$ cat config.mk
export PLATFORM = sky130hd
export DESIGN_NAME = parametric_demux_stream
export DESIGN_NICKNAME = d
export VERILOG_FILES = /design/src/rtl/parametric_demux_stream.sv
export SDC_FILE = /design/constraint.sdc
export NUM_CORES = 1
export LEC_CHECK = 0
export CAP_MARGIN = 10
export CORE_AREA = 2 2 39 41
export DETAILED_ROUTE_END_ITERATION = 10
export DIE_AREA = 0 0 41 43
export PLACE_DENSITY_LB_ADDON = 0.12
export SKIP_CTS_REPAIR_TIMING = 1
export SLEW_MARGIN = 0
export SYNTH_ARGS = -nofsm -noshare
export SYNTH_HDL_FRONTEND = slang
export SYNTH_SLANG_ARGS = --single-unit
export TNS_END_PERCENT = 10
$ cat constraint.sdc
create_clock -name CLK -period 1.1 [get_ports CLK]
set_input_delay 0.165 -clock CLK [delete_from_list [all_inputs] [get_ports CLK]]
set_output_delay 0.165 -clock CLK [all_outputs]
set_load 0.01 [all_outputs]
$ cat src/rtl/parametric_demux_stream.sv
`default_nettype none
// ============================================================================
//  Module      : parametric_demux_stream
//  Description : One-deep buffered valid/ready stream demultiplexer. Each
//                accepted beat is routed to the output named by its select
//                field. Beats with an out-of-range select are swallowed and
//                counted in a saturating 16-bit drop counter.
//  Revision    : 1.0 - initial release
// ============================================================================
module parametric_demux_stream #(
   parameter  int DATA_WIDTH  = 1,
   parameter  int NUM_OUTPUTS = 2,
   localparam int SEL_WIDTH   = $clog2(NUM_OUTPUTS)
) (
   input  logic                   CLK,
   input  logic                   RST,
   input  logic                   VALID_IN,
   output logic                   READY_OUT,
   input  logic [DATA_WIDTH-1:0]  BUS_IN,
   input  logic [SEL_WIDTH-1:0]   SEL_IN,
   output logic [NUM_OUTPUTS-1:0] VALID_OUT,
   input  logic [NUM_OUTPUTS-1:0] READY_IN,
   output logic [DATA_WIDTH-1:0]  BUS_OUT [NUM_OUTPUTS],
   output logic                   DROP_OUT,
   output logic [15:0]            DROP_COUNT_OUT
);

   localparam logic [15:0] c_cnt_max = 16'hFFFF;

   // Holding register: the single buffered beat
   logic                  r_full;
   logic [DATA_WIDTH-1:0] r_hdata;
   logic [SEL_WIDTH-1:0]  r_hsel;

   // Discard reporting
   logic                  r_drop;
   logic [15:0]           r_drop_cnt;

   logic                  w_hsel_ready;
   logic                  w_in_xfer;
   logic                  w_out_xfer;
   logic                  w_sel_ok;

   // Pick the ready of the currently held destination; other readies are ignored
   always_comb begin
      w_hsel_ready = 1'b0;
      for (int k = 0; k < NUM_OUTPUTS; k++) begin
         if (r_hsel == SEL_WIDTH'(k)) begin
            w_hsel_ready = READY_IN[k];
         end
      end
   end

   // A select can only be out of range when the output count is not a power of two
   generate
      if ((1 << SEL_WIDTH) == NUM_OUTPUTS) begin : g_sel_pow2
         assign w_sel_ok = 1'b1;
      end else begin : g_sel_range
         assign w_sel_ok = (SEL_IN < SEL_WIDTH'(NUM_OUTPUTS));
      end
   endgenerate

   // Accept whenever the slot is empty or is being drained in this same cycle
   assign READY_OUT  = !RST && (!r_full || w_hsel_ready);
   assign w_out_xfer = r_full && w_hsel_ready;
   assign w_in_xfer  = VALID_IN && READY_OUT;

   // Per-output valid is decoded from the held select; data is broadcast
   generate
      for (genvar k = 0; k < NUM_OUTPUTS; k++) begin : g_out
         assign VALID_OUT[k] = !RST && r_full && (r_hsel == SEL_WIDTH'(k));
         assign BUS_OUT[k]   = r_hdata;
      end
   endgenerate

   assign DROP_OUT       = r_drop;
   assign DROP_COUNT_OUT = r_drop_cnt;

   // Holding register: load on an in-range accept, otherwise empty on drain
   always_ff @(posedge CLK) begin
      if (RST) begin
         r_full  <= 1'b0;
         r_hdata <= '0;
         r_hsel  <= '0;
      end else if (w_in_xfer && w_sel_ok) begin
         r_full  <= 1'b1;
         r_hdata <= BUS_IN;
         r_hsel  <= SEL_IN;
      end else if (w_out_xfer) begin
         r_full  <= 1'b0;
      end
   end

   // Drop pulse and saturating drop counter for out-of-range accepts
   always_ff @(posedge CLK) begin
      if (RST) begin
         r_drop     <= 1'b0;
         r_drop_cnt <= '0;
      end else begin
         r_drop <= w_in_xfer && !w_sel_ok;
         if (w_in_xfer && !w_sel_ok && (r_drop_cnt != c_cnt_max)) begin
            r_drop_cnt <= r_drop_cnt + 16'd1;
         end
      end
   end

endmodule
`default_nettype wire
==> flow_summary_export.csv <==
group,metric,value,unit
placed_design,post-dp-hpwl,496.5,um
power_and_ir_drop,power_density,973.6,nW/um^2
sta,max_freq,829.1,MHz
sta,worst_clock_skew,0.001442,ns
route,first_iter_violations,0,
logic_synthesis,ys_seq_area_share,17.98,%
finish,num-fill-cells,156,
global_routing,grt_pass1_wl,869,um
finish,insertedDiodeCount,0,
sta,setup_viol,2,
cts,worstSkewPairLatency,0.23,ns
route,viasPerCell,3.481,
critical_path,worstSetupStartpointType,"flip-flop",
critical_path,crit_fanout,4,
placed_design,place_ws,-0.5484,ns
route,drt_pass1_iterations,1,
die,core_area,1384,sq um
critical_path,cp-end-kind,"output port",
route,num_vias,268,
critical_path,worst-setup-path-type,"reg -> out",
run,maxCapViolCount,0,
global_routing,antenna_found_initial,0,
cts,cts_tree,"yes",
die,core.rowCount,14,
route,ant_nets,0,
global_routing,grt_pass1_vias,240,
logic_synthesis,syn_inst,42,
sta,setup_slack,-0.1061,ns
die,die_h,43,um
logic_synthesis,ys_ff_latch,3,
critical_path,crit_required,0.94,ns
critical_path,crit_chain,"mux2i_2, a21oi_1, clkbuf_2",
global_routing,overflow,0,
logic_synthesis,syn_area,334.1,sq um
die,die_w,41,um
route,remaining_drc_errors,0,
finish,stdcell_area,456.7,sq um
power_and_ir_drop,ir_drop,0.4303,mV
route,wirelength,585,um
finish,nNetsFinal,69,
global_routing,grt_max_degree,6,
placed_design,port_buffers,11,
critical_path,slowest_stage,"dfxtp_4",
die,num_io_pins,29,
critical_path,r2r_cells,4,
min_path,hold_path.class,"in -> reg",
critical_path,cp_num_buf_inv,1,
global_routing,track_usage,7.916,%
finish,fin_util,33.00,%
critical_path,critical-path-top-delay-family,"flip-flops",
finish,area.growth.synth_to_final,36.70,%
cts,cts_buffers,3,
cts,clk_pin_slew_worst_paths,0.03,ns
finish,multi_input_area,180.2,sq um
cts,root_buffer,"clkbuf_4",
critical_path,max_stage_delay,0.36,ns
finish,regArea,63.81,sq um
finish,final_layout_size_suffix_gt1_share,26.23,%
power_and_ir_drop,power.leakage,0.2640,nW
critical_path,reg2reg_slack,-0.07,ns
critical_path,cp-startpoint,"r_hsel",
logic_synthesis,syn_avg_cell_area,7.954,sq um
cts,ctsLongestPathBuffers,2,
sta,slew_viol_final,0,
die,start_util,24.14,%
sta,rsz0062_at_grt,"yes",
run_status,violations,"negative setup slack",
sta,fin_crit,1.206,ns
route,wl_per_cell,7.597,um
placed_design,place.gp.congestion,0.6583,
sta,final.period_utilization,109.6,%
critical_path,endpoint,"READY_OUT",
critical_path,worstPathArrival,1.04,ns
logic_synthesis,yosysWarnings,0,
sta,hold_viol,0,
logic_synthesis,ys_types,17,
run_status,status,"complete, but fails checks",
critical_path,reg2reg_from,"r_hsel",
cts,htree_num_levels,1,
placed_design,place_area,435.4,sq um
die,dieArea,1763,sq um
cts,cts_sinks,3,
critical_path,r2r-end,"r_hdata",
critical_path,cp_num_cells,3,
-- synth_stat cells --
| cell type | instances | share of area [%] |
|---|---|---|
| dfxtp_1 | 3 | 18 |
| nor2_1 | 1 | 1.1 |
| a21oi_1 | 3 | 4.5 |
| nor3b_1 | 1 | 2.2 |
| a211oi_1 | 1 | 2.2 |
| nand3b_1 | 2 | 4.5 |
| nand2b_1 | 1 | 1.9 |
| mux2i_2 | 1 | 4.1 |
| inv_1 | 3 | 3.4 |
| mux2i_1 | 1 | 3.0 |
| a311o_1 | 1 | 3.0 |
| nor2b_1 | 1 | 1.9 |
| conb_1 | 1 | 1.1 |
| buf_4 | 19 | 43 |
| o21ai_0 | 1 | 1.5 |
| nor4b_1 | 1 | 2.6 |
| and3_2 | 1 | 2.2 |
-- tightest hold or removal path, stage by stage --
cell and delay [ns]:
dlymetal6s2s_1 0.18, buf_4 0.15, a211oi_1 0.03
-- how the worst min path moves through the flow --
stage	startpoint	end	slack [ns]	cells after the start
final	RST	r_hsel	0.33	3
after CTS	SEL_IN	r_hsel	0.48	3
after global placement	r_hdata	r_hdata	0.56	1
after floorplan	RST	r_hsel	0.23	1
after detailed placement	r_hdata	r_hdata	0.55	1
after global routing	RST	r_full	0.36	3
-- report_power, final --
part	total (W)	switching [W]	internal, W
logic	0.000131	0.0000645	0.0000665
registers	0.000125	0.00000793	0.000117
clock network	0.000189	0.0000529	0.000136
total	0.000445	0.000125	0.000319
-- flip-flops by register name, indices dropped and copies added, names as in the netlist --
| name | count |
|---|---|
| r_hdata | 1 |
| r_full | 1 |
| r_hsel | 1 |
-- layout make-up --
| type | instances | share of cell area (%) |
|---|---|---|
| Sequential cell | 3 | 13.97 |
| Inverter | 3 | 2.466 |
| Timing Repair Buffer | 18 | 33.97 |
| Clock buffer | 4 | 5.753 |
| Multi-Input combinational cell | 33 | 39.45 |
| Tap cell | 16 | 4.384 |
-- layer usage --
| metal | vias up | global-route usage (%) | share of wire [%] |
|---|---|---|---|
| met5 | - | 0 | 0 |
| met2 | 11 | 10.31 | 53 |
| met4 | 0 | 10.00 | 0 |
| met3 | 0 | 1.571 | 5.8 |
| met1 | 117 | 8.946 | 41 |
| li1 | 140 | - | - |
-- cells by family after synthesis --
kind of cell	share of synthesized area, %
buf+inv	46.07
simple gates	16.48
compound gates	11.23
flops	17.98
mux	7.115
other cells	1.123
-- placed cells by master, fill, tap and decap left out, drive strengths merged --
cell type	netlist	layout
nor2	1	1
inv	3	3
a211oi	1	1
a21oi	3	3
nand2b	1	1
buf	19	7
mux2i	2	2
nor4b	1	1
nor2b	1	1
dfxtp	3	3
nor3b	1	1
clkdlybuf4s50	0	5
a311o	1	1
and3	1	1
nand3b	2	2
clkbuf	0	7
o21ai	1	1
conb	1	17
dlymetal6s2s	0	3
-- metrics by stage --
stage          cells  total power, W  setup TNS, ns  hold slack (ns)
6_report          77       0.0004446        -0.1802           0.3327
3_5_place_dp      73       0.0002666         -2.077           0.5548
3_3_place_gp      73       0.0002676         -2.080           0.5586
4_1_cts           77       0.0004665         -2.133           0.4752
5_1_grt           77       0.0004826        -0.4248           0.3594
2_1_floorplan     58       0.0002428              0           0.2303
(Power assumes the default switching activity.)
